==> src/rtl/load_store_unit.sv <==
// Data-side load/store sequencer sitting upstream of the instruction/data memory arbiter.
// Each accepted request takes one ACCESS cycle on the memory port, then one CAPTURE cycle
// while the data word comes back. Load results are aligned and extended, then presented
// with a one-cycle load_valid pulse. Misaligned requests are rejected without any memory
// activity.
module load_store_unit #(
  parameter int unsigned WORD_ALIGN_ADDR = 1
) (
  input  logic        clk,
  input  logic        rst,
  input  logic        ls_valid,
  input  logic        ls_is_store,
  input  logic [1:0]  ls_size,
  input  logic        ls_unsigned,
  input  logic [31:0] ls_addr,
  input  logic [31:0] ls_wdata,
  input  logic [4:0]  ls_rd,
  input  logic [31:0] mem_read_data,
  output logic        ls_busy,
  output logic        stall_pc,
  output logic [31:0] mem_addr,
  output logic        mem_rw_mode,
  output logic [31:0] mem_write_data,
  output logic [3:0]  mem_byte_en,
  output logic        ignore_curr_inst,
  output logic        load_valid,
  output logic [31:0] load_data,
  output logic [4:0]  load_rd,
  output logic        misaligned
);

  localparam logic [1:0] SizeByte = 2'b00;
  localparam logic [1:0] SizeHalf = 2'b01;

  typedef enum logic [1:0] {StIdle, StAccess, StCapture} state_e;

  state_e      state_q;

  // Request fields latched on acceptance; only the low address bits matter after ACCESS.
  logic        is_store_q;
  logic [1:0]  size_q;
  logic        unsigned_q;
  logic [1:0]  lane_q;
  logic [4:0]  rd_q;

  // Registered outputs.
  logic        busy_q;
  logic        stall_q;
  logic [31:0] mem_addr_q;
  logic        rw_q;
  logic [31:0] wdata_q;
  logic [3:0]  be_q;
  logic        ignore_q;
  logic        load_valid_q;
  logic [31:0] load_data_q;
  logic [4:0]  load_rd_q;
  logic        misaligned_q;

  // Request decode: alignment check, byte-lane mask, lane-replicated store data, address.
  logic        req_misaligned;
  logic [3:0]  req_be;
  logic [31:0] req_wdata;
  logic [31:0] req_addr;

  // Decode the incoming request so the ACCESS-cycle outputs can be registered at acceptance.
  always_comb begin
    req_misaligned = 1'b0;
    req_be         = 4'b1111;
    req_wdata      = ls_wdata;
    case (ls_size)
      SizeByte: begin
        req_be    = 4'b0001 << ls_addr[1:0];
        req_wdata = {4{ls_wdata[7:0]}};
      end
      SizeHalf: begin
        req_misaligned = ls_addr[0];
        req_be         = 4'b0011 << {ls_addr[1], 1'b0};
        req_wdata      = {2{ls_wdata[15:0]}};
      end
      default: begin
        // Reserved size 11 is handled as a word.
        req_misaligned = (ls_addr[1:0] != 2'b00);
      end
    endcase
    if (WORD_ALIGN_ADDR != 0) begin
      req_addr = {ls_addr[31:2], 2'b00};
    end else begin
      req_addr = ls_addr;
    end
  end

  // Load extraction: shift the addressed lane down, then sign- or zero-extend.
  logic [31:0] rd_shifted;
  logic [31:0] load_ext;

  // Align and extend the returned word for the latched access.
  always_comb begin
    rd_shifted = mem_read_data;
    load_ext   = mem_read_data;
    case (size_q)
      SizeByte: begin
        rd_shifted = mem_read_data >> {lane_q, 3'b000};
        load_ext   = {{24{rd_shifted[7] & ~unsigned_q}}, rd_shifted[7:0]};
      end
      SizeHalf: begin
        rd_shifted = mem_read_data >> {lane_q[1], 4'b0000};
        load_ext   = {{16{rd_shifted[15] & ~unsigned_q}}, rd_shifted[15:0]};
      end
      default: begin
        load_ext = mem_read_data;
      end
    endcase
  end

  // Access sequencer: IDLE -> ACCESS -> CAPTURE -> IDLE, with all outputs registered.
  always_ff @(posedge clk) begin
    if (rst) begin
      state_q      <= StIdle;
      is_store_q   <= 1'b0;
      size_q       <= 2'b00;
      unsigned_q   <= 1'b0;
      lane_q       <= 2'b00;
      rd_q         <= 5'd0;
      busy_q       <= 1'b0;
      stall_q      <= 1'b0;
      mem_addr_q   <= 32'd0;
      rw_q         <= 1'b1;
      wdata_q      <= 32'd0;
      be_q         <= 4'b0000;
      ignore_q     <= 1'b0;
      load_valid_q <= 1'b0;
      load_data_q  <= 32'd0;
      load_rd_q    <= 5'd0;
      misaligned_q <= 1'b0;
    end else begin
      load_valid_q <= 1'b0;
      misaligned_q <= 1'b0;
      case (state_q)
        StIdle: begin
          if (ls_valid) begin
            if (req_misaligned) begin
              // Rejected: memory-side outputs are left untouched.
              misaligned_q <= 1'b1;
            end else begin
              state_q    <= StAccess;
              is_store_q <= ls_is_store;
              size_q     <= ls_size;
              unsigned_q <= ls_unsigned;
              lane_q     <= ls_addr[1:0];
              rd_q       <= ls_rd;
              busy_q     <= 1'b1;
              stall_q    <= 1'b1;
              mem_addr_q <= req_addr;
              rw_q       <= ~ls_is_store;
              be_q       <= req_be;
              wdata_q    <= ls_is_store ? req_wdata : 32'd0;
              ignore_q   <= 1'b0;
            end
          end
        end
        StAccess: begin
          // Hand the port back to fetch; the word returned next cycle is ours.
          state_q  <= StCapture;
          stall_q  <= 1'b0;
          ignore_q <= 1'b1;
          rw_q     <= 1'b1;
          wdata_q  <= 32'd0;
          be_q     <= 4'b0000;
        end
        StCapture: begin
          state_q  <= StIdle;
          busy_q   <= 1'b0;
          ignore_q <= 1'b0;
          if (!is_store_q) begin
            load_valid_q <= 1'b1;
            load_data_q  <= load_ext;
            load_rd_q    <= rd_q;
          end
        end
        default: begin
          state_q <= StIdle;
        end
      endcase
    end
  end

  assign ls_busy          = busy_q;
  assign stall_pc         = stall_q;
  assign mem_addr         = mem_addr_q;
  assign mem_rw_mode      = rw_q;
  assign mem_write_data   = wdata_q;
  assign mem_byte_en      = be_q;
  assign ignore_curr_inst = ignore_q;
  assign load_valid       = load_valid_q;
  assign load_data        = load_data_q;
  assign load_rd          = load_rd_q;
  assign misaligned       = misaligned_q;

endmodule

==> config.mk <==
export PLATFORM = sky130hd
export DESIGN_NAME = load_store_unit
export DESIGN_NICKNAME = d
export VERILOG_FILES = /design/src/rtl/load_store_unit.sv
export SDC_FILE = /design/constraint.sdc
export NUM_CORES = 1
export LEC_CHECK = 0
export CORE_UTILIZATION = 35
export DETAILED_ROUTE_END_ITERATION = 6
export HOLD_SLACK_MARGIN = 0.15
export PLACE_DENSITY = 0.75
export SLEW_MARGIN = 20
export SYNTH_ARGS = -nofsm -noshare
export SYNTH_HDL_FRONTEND = slang
export SYNTH_SLANG_ARGS = --single-unit
==> constraint.sdc <==
create_clock -name clk -period 2 [get_ports clk]
set_input_delay 0.4 -clock clk [delete_from_list [all_inputs] [get_ports clk]]
set_output_delay 0.4 -clock clk [all_outputs]
set_load 0.05 [all_outputs]
==> run_summary.xml <==
<?xml version="1.0" encoding="UTF-8"?>
<metrics>
  <group name="run_status">
    <metric name="outcome" unit="">finished with violations</metric>
    <metric name="violated_checks" unit="">design-rule violations</metric>
  </group>
  <group name="sta">
    <metric name="achievable-frequency" unit="MHz">509</metric>
    <metric name="slew_viol_final" unit="">0</metric>
    <metric name="worst_slack" unit="ns">0.0348</metric>
    <metric name="min_period_over_period" unit="">0.983</metric>
    <metric name="tightestPinTransition" unit="ns">0.597</metric>
    <metric name="tns" unit="ns">0</metric>
    <metric name="finalClockSkew" unit="ns">0.00651</metric>
    <metric name="final_period_minus_worst_setup_slack" unit="ns">1.97</metric>
    <metric name="timing.final.hold_violations" unit="">0</metric>
    <metric name="rsz_0062_raised_after_global_routing" unit="">no</metric>
    <metric name="max_slew_margin" unit="">0.602</metric>
    <metric name="setup_viol" unit="">0</metric>
    <metric name="timing.hold.ws" unit="ns">0.448</metric>
  </group>
  <group name="logic_synthesis">
    <metric name="synth-seq-area-share" unit="">0.457</metric>
    <metric name="yosys-top-cells-area" unit="">sky130_fd_sc_hd__dfxtp_1 (46%), sky130_fd_sc_hd__nand2_1 (10%), sky130_fd_sc_hd__mux2i_1 (8.1%)</metric>
    <metric name="synthCells" unit="">653</metric>
    <metric name="area_share_of_the_largest_cell_type_after_synthesis" unit="">0.457</metric>
    <metric name="dominant_combinational_cell_family_by_area_after_synthesis" unit="">simple AND/OR/NAND/NOR gates</metric>
    <metric name="post-synth-top-area-cell" unit="">sky130_fd_sc_hd__dfxtp_1</metric>
    <metric name="synth_fa_ha_area_frac" unit="">0.00937</metric>
    <metric name="synth_compound_gate_area_share" unit="">0.171</metric>
    <metric name="avgSynthCellArea" unit="sq um">8.18</metric>
    <metric name="synth_simple_gate_area_share" unit="">0.213</metric>
    <metric name="ys.warnings.count" unit="">0</metric>
    <metric name="synthesis_stage_register_bit_count" unit="">122</metric>
    <metric name="muxShareOfSynthArea" unit="">0.0827</metric>
    <metric name="syn-cell-area" unit="sq um">5340</metric>
    <metric name="ys_types" unit="">39</metric>
    <metric name="synth_xor_xnor_area_share" unit="">0</metric>
  </group>
  <group name="route">
    <metric name="firstDrtPassIters" unit="">7</metric>
    <metric name="route.antenna.remaining_nets" unit="">0</metric>
    <metric name="avgViaCountPerCell" unit="">5.02</metric>
    <metric name="drt_iter0_drc" unit="">364</metric>
    <metric name="routedWlPerCell" unit="um">15.7</metric>
    <metric name="drc" unit="">16</metric>
    <metric name="vias" unit="">5321</metric>
    <metric name="drt_wl_total" unit="mm">16.6</metric>
  </group>
  <group name="floorplanning">
    <metric name="initial_core_util" unit="">0.363</metric>
    <metric name="die_ar" unit="sq um">15800</metric>
    <metric name="placement_rows" unit="">44</metric>
    <metric name="floorplan.core_area" unit="sq um">14700</metric>
    <metric name="die_w" unit="um">126</metric>
    <metric name="floorplan.io_pins" unit="">219</metric>
    <metric name="floorplan.die.height" unit="um">126</metric>
  </group>
  <group name="cts">
    <metric name="number_of_clock_buffers_inserted_by_tritoncts" unit="">17</metric>
    <metric name="clock_tree_from_tritoncts" unit="">yes</metric>
    <metric name="tritoncts_num_sinks" unit="">122</metric>
    <metric name="cts_root_buffer" unit="">sky130_fd_sc_hd__clkbuf_16</metric>
    <metric name="cts-htree-levels" unit="">4</metric>
    <metric name="clk_transition_reported_paths" unit="ns">0.05</metric>
    <metric name="clockBufferDepth" unit="">2</metric>
    <metric name="postCtsSetupBuffers" unit="">0</metric>
    <metric name="worstSkewPairLatency" unit="ns">0.41</metric>
    <metric name="cts-resized-gates" unit="">6</metric>
    <metric name="holdBufCountCts" unit="">0</metric>
  </group>
  <group name="setup_path">
    <metric name="crit_path_max_fanout" unit="">2</metric>
    <metric name="critical_path.slowest_cell" unit="">sky130_fd_sc_hd__clkdlybuf4s50_1</metric>
    <metric name="worst-endpoint-arrival" unit="ns">1.57</metric>
    <metric name="critical_r2r_launch" unit="">state_q[1]</metric>
    <metric name="worst_path_largest_cell_delay" unit="ns">0.81</metric>
    <metric name="worst-path-stages" unit="">1</metric>
    <metric name="crit_chain" unit="">clkdlybuf4s50_1</metric>
    <metric name="crit_type" unit="">reg2out</metric>
    <metric name="crit_path_start_kind" unit="">flip-flop</metric>
    <metric name="required_arrival_time_at_the_worst_endpoint" unit="ns">1.60</metric>
    <metric name="source_of_the_critical_timing_path" unit="">mem_write_data[18]</metric>
    <metric name="worst-r2r-setup-slack" unit="ns">0.17</metric>
    <metric name="family_of_cells_with_the_greatest_summed_delay_on_the_critical_path" unit="">buffers and inverters</metric>
    <metric name="crit-reg2reg-capture" unit="">mem_write_data[9]</metric>
    <metric name="worst_setup_path_end_kind" unit="">output port</metric>
    <metric name="crit_end" unit="">mem_write_data[18]</metric>
    <metric name="critical_path.n_buffers_inverters" unit="">1</metric>
    <metric name="worst-r2r-cell-count" unit="">5</metric>
  </group>
  <group name="global_routing">
    <metric name="grt_start_max_net_pins" unit="">85</metric>
    <metric name="number_of_global_route_vias_before_repair" unit="">5165</metric>
    <metric name="global_route.overflow_total" unit="">0</metric>
    <metric name="grt_pass1_wl" unit="mm">26.6</metric>
    <metric name="grt_util_all_layers" unit="">0.214</metric>
    <metric name="antenna_found_initial" unit="">0</metric>
  </group>
  <group name="power">
    <metric name="design_power_total" unit="mW">8.26</metric>
    <metric name="peakVddDrop" unit="mV">0.560</metric>
    <metric name="power_density" unit="nW/um^2">990</metric>
    <metric name="leakage" unit="nW">3.70</metric>
  </group>
  <group name="finish">
    <metric name="multiInputGateArea" unit="sq um">2560</metric>
    <metric name="flow.area_growth_from_synthesis" unit="%">56.3</metric>
    <metric name="mostFrequentLayoutCells" unit="">sky130_fd_sc_hd__clkdlybuf4s50_1 (171), sky130_fd_sc_hd__nand2_1 (147), sky130_fd_sc_hd__dfxtp_1 (122)</metric>
    <metric name="final_layout_size_suffix_gt1_frac" unit="">0.0846</metric>
    <metric name="layout.cells.most_common" unit="">sky130_fd_sc_hd__clkdlybuf4s50_1</metric>
    <metric name="final_layout_net_count" unit="">978</metric>
    <metric name="fillCellCount" unit="">1374</metric>
    <metric name="area.sequential" unit="sq um">2440</metric>
    <metric name="antenna_cells_inserted" unit="">0</metric>
    <metric name="final_cell_count_no_fill" unit="">1059</metric>
  </group>
  <group name="flow_run">
    <metric name="max-cap-violations" unit="">0</metric>
  </group>
  <group name="placement">
    <metric name="post-dp-hpwl" unit="mm">12.0</metric>
    <metric name="port-buffer-count" unit="">216</metric>
    <metric name="place_inst" unit="">1031</metric>
    <metric name="post-place-ws" unit="ns">-0.0394</metric>
    <metric name="finalWeightedCongestion" unit="">0.894</metric>
  </group>
  <group name="worst_hold_path">
    <metric name="min_path_type" unit="">reg2reg</metric>
  </group>
</metrics>
==> cell usage after synthesis <==
library cell,count
sky130_fd_sc_hd__nand2_1,147
sky130_fd_sc_hd__o22ai_1,14
sky130_fd_sc_hd__nor4_1,3
sky130_fd_sc_hd__a211o_1,1
sky130_fd_sc_hd__nor2_4,1
sky130_fd_sc_hd__mux2_2,1
sky130_fd_sc_hd__nor3_1,14
sky130_fd_sc_hd__buf_6,2
sky130_fd_sc_hd__conb_1,1
sky130_fd_sc_hd__o311ai_0,1
sky130_fd_sc_hd__nor2_1,30
sky130_fd_sc_hd__buf_2,23
sky130_fd_sc_hd__ha_1,4
sky130_fd_sc_hd__and3_1,1
sky130_fd_sc_hd__a21bo_2,1
sky130_fd_sc_hd__a31oi_1,2
sky130_fd_sc_hd__o211ai_1,1
sky130_fd_sc_hd__nor2b_1,8
sky130_fd_sc_hd__a221o_1,7
sky130_fd_sc_hd__o2bb2ai_1,1
sky130_fd_sc_hd__nor3b_1,1
sky130_fd_sc_hd__o21ai_4,1
sky130_fd_sc_hd__and2_1,2
sky130_fd_sc_hd__nand3_1,50
sky130_fd_sc_hd__a221oi_1,1
sky130_fd_sc_hd__inv_1,15
sky130_fd_sc_hd__o31ai_1,15
sky130_fd_sc_hd__o21ai_0,15
sky130_fd_sc_hd__a21oi_2,2
sky130_fd_sc_hd__a41oi_1,1
sky130_fd_sc_hd__nand2b_1,6
sky130_fd_sc_hd__a21oi_1,63
sky130_fd_sc_hd__mux2i_1,43
sky130_fd_sc_hd__a211oi_1,19
sky130_fd_sc_hd__buf_4,10
sky130_fd_sc_hd__clkbuf_1,22
sky130_fd_sc_hd__o21ai_1,1
sky130_fd_sc_hd__nand4b_1,1
sky130_fd_sc_hd__dfxtp_1,122
==> cells by family after synthesis <==
| kind of cell | count (synthesis) |
|---|---|
| simple gates | 264 |
| flops | 122 |
| other cells | 1 |
| mux | 44 |
| compound gates | 146 |
| buf+inv | 72 |
| fa+ha+maj | 4 |
==> report_power, final <==
| part | switching (mW) | internal (mW) |
|---|---|---|
| Combinational | 1.78 | 1.06 |
| Sequential | 0.146 | 2.71 |
| Clock | 1.00 | 1.57 |
==> metrics by stage <==
step / instance area, sq um / util
final: 8350 / 0.568
after global routing: 8350 / 0.568
after CTS: 8270 / 0.563
after detailed placement: 7800 / 0.530
after global placement: 7800 / 0.530
after floorplan: 5350 / -
==> state kept, by name, indices dropped and copies added (netlist names) <==
| register | count |
|---|---|
| size_q | 2 |
| state_q | 2 |
| lane_q | 2 |
| mem_addr | 30 |
| ignore_curr_inst | 1 |
| load_rd | 5 |
| mem_write_data | 32 |
| is_store_q | 1 |
| misaligned | 1 |
| load_data | 32 |
| mem_rw_mode | 1 |
| mem_byte_en | 4 |
| stall_pc | 1 |
| load_valid | 1 |
| ls_busy | 1 |
| unsigned_q | 1 |
| rd_q | 5 |
==> worst min path at each step <==
stage / slack [ns] / cells after the start / start / end
global route: 0.47 / 2 / rd_q[2] / load_rd[2]
global placement: 0.44 / 2 / mem_addr[4] / mem_addr[4]
CTS: 0.45 / 4 / rst / mem_byte_en[1]
detailed placement: 0.45 / 2 / load_data[10] / load_data[10]
finish: 0.45 / 2 / mem_addr[28] / mem_addr[28]
floorplan: 0.43 / 2 / rd_q[3] / load_rd[3]
==> per-layer routing <==
metal / vias to the layer above / GRT usage / routed length [um]
met5: - / 0 / 0
met1: 2420 / 0.260 / 7280
met3: 21 / 0.0899 / 1480
li1: 2672 / - / -
met4: 0 / 0.0782 / 289
met2: 208 / 0.339 / 7530
==> layout make-up <==
type | count | area share
tap | 184 | 0.0276
sequential | 122 | 0.293
timing repair buffer | 250 | 0.309
clock buffer | 23 | 0.0548
inverter | 15 | 0.00674
multi-input combinational | 460 | 0.307
clock inverter | 5 | 0.00300
Power figures use the tool's default switching activity.
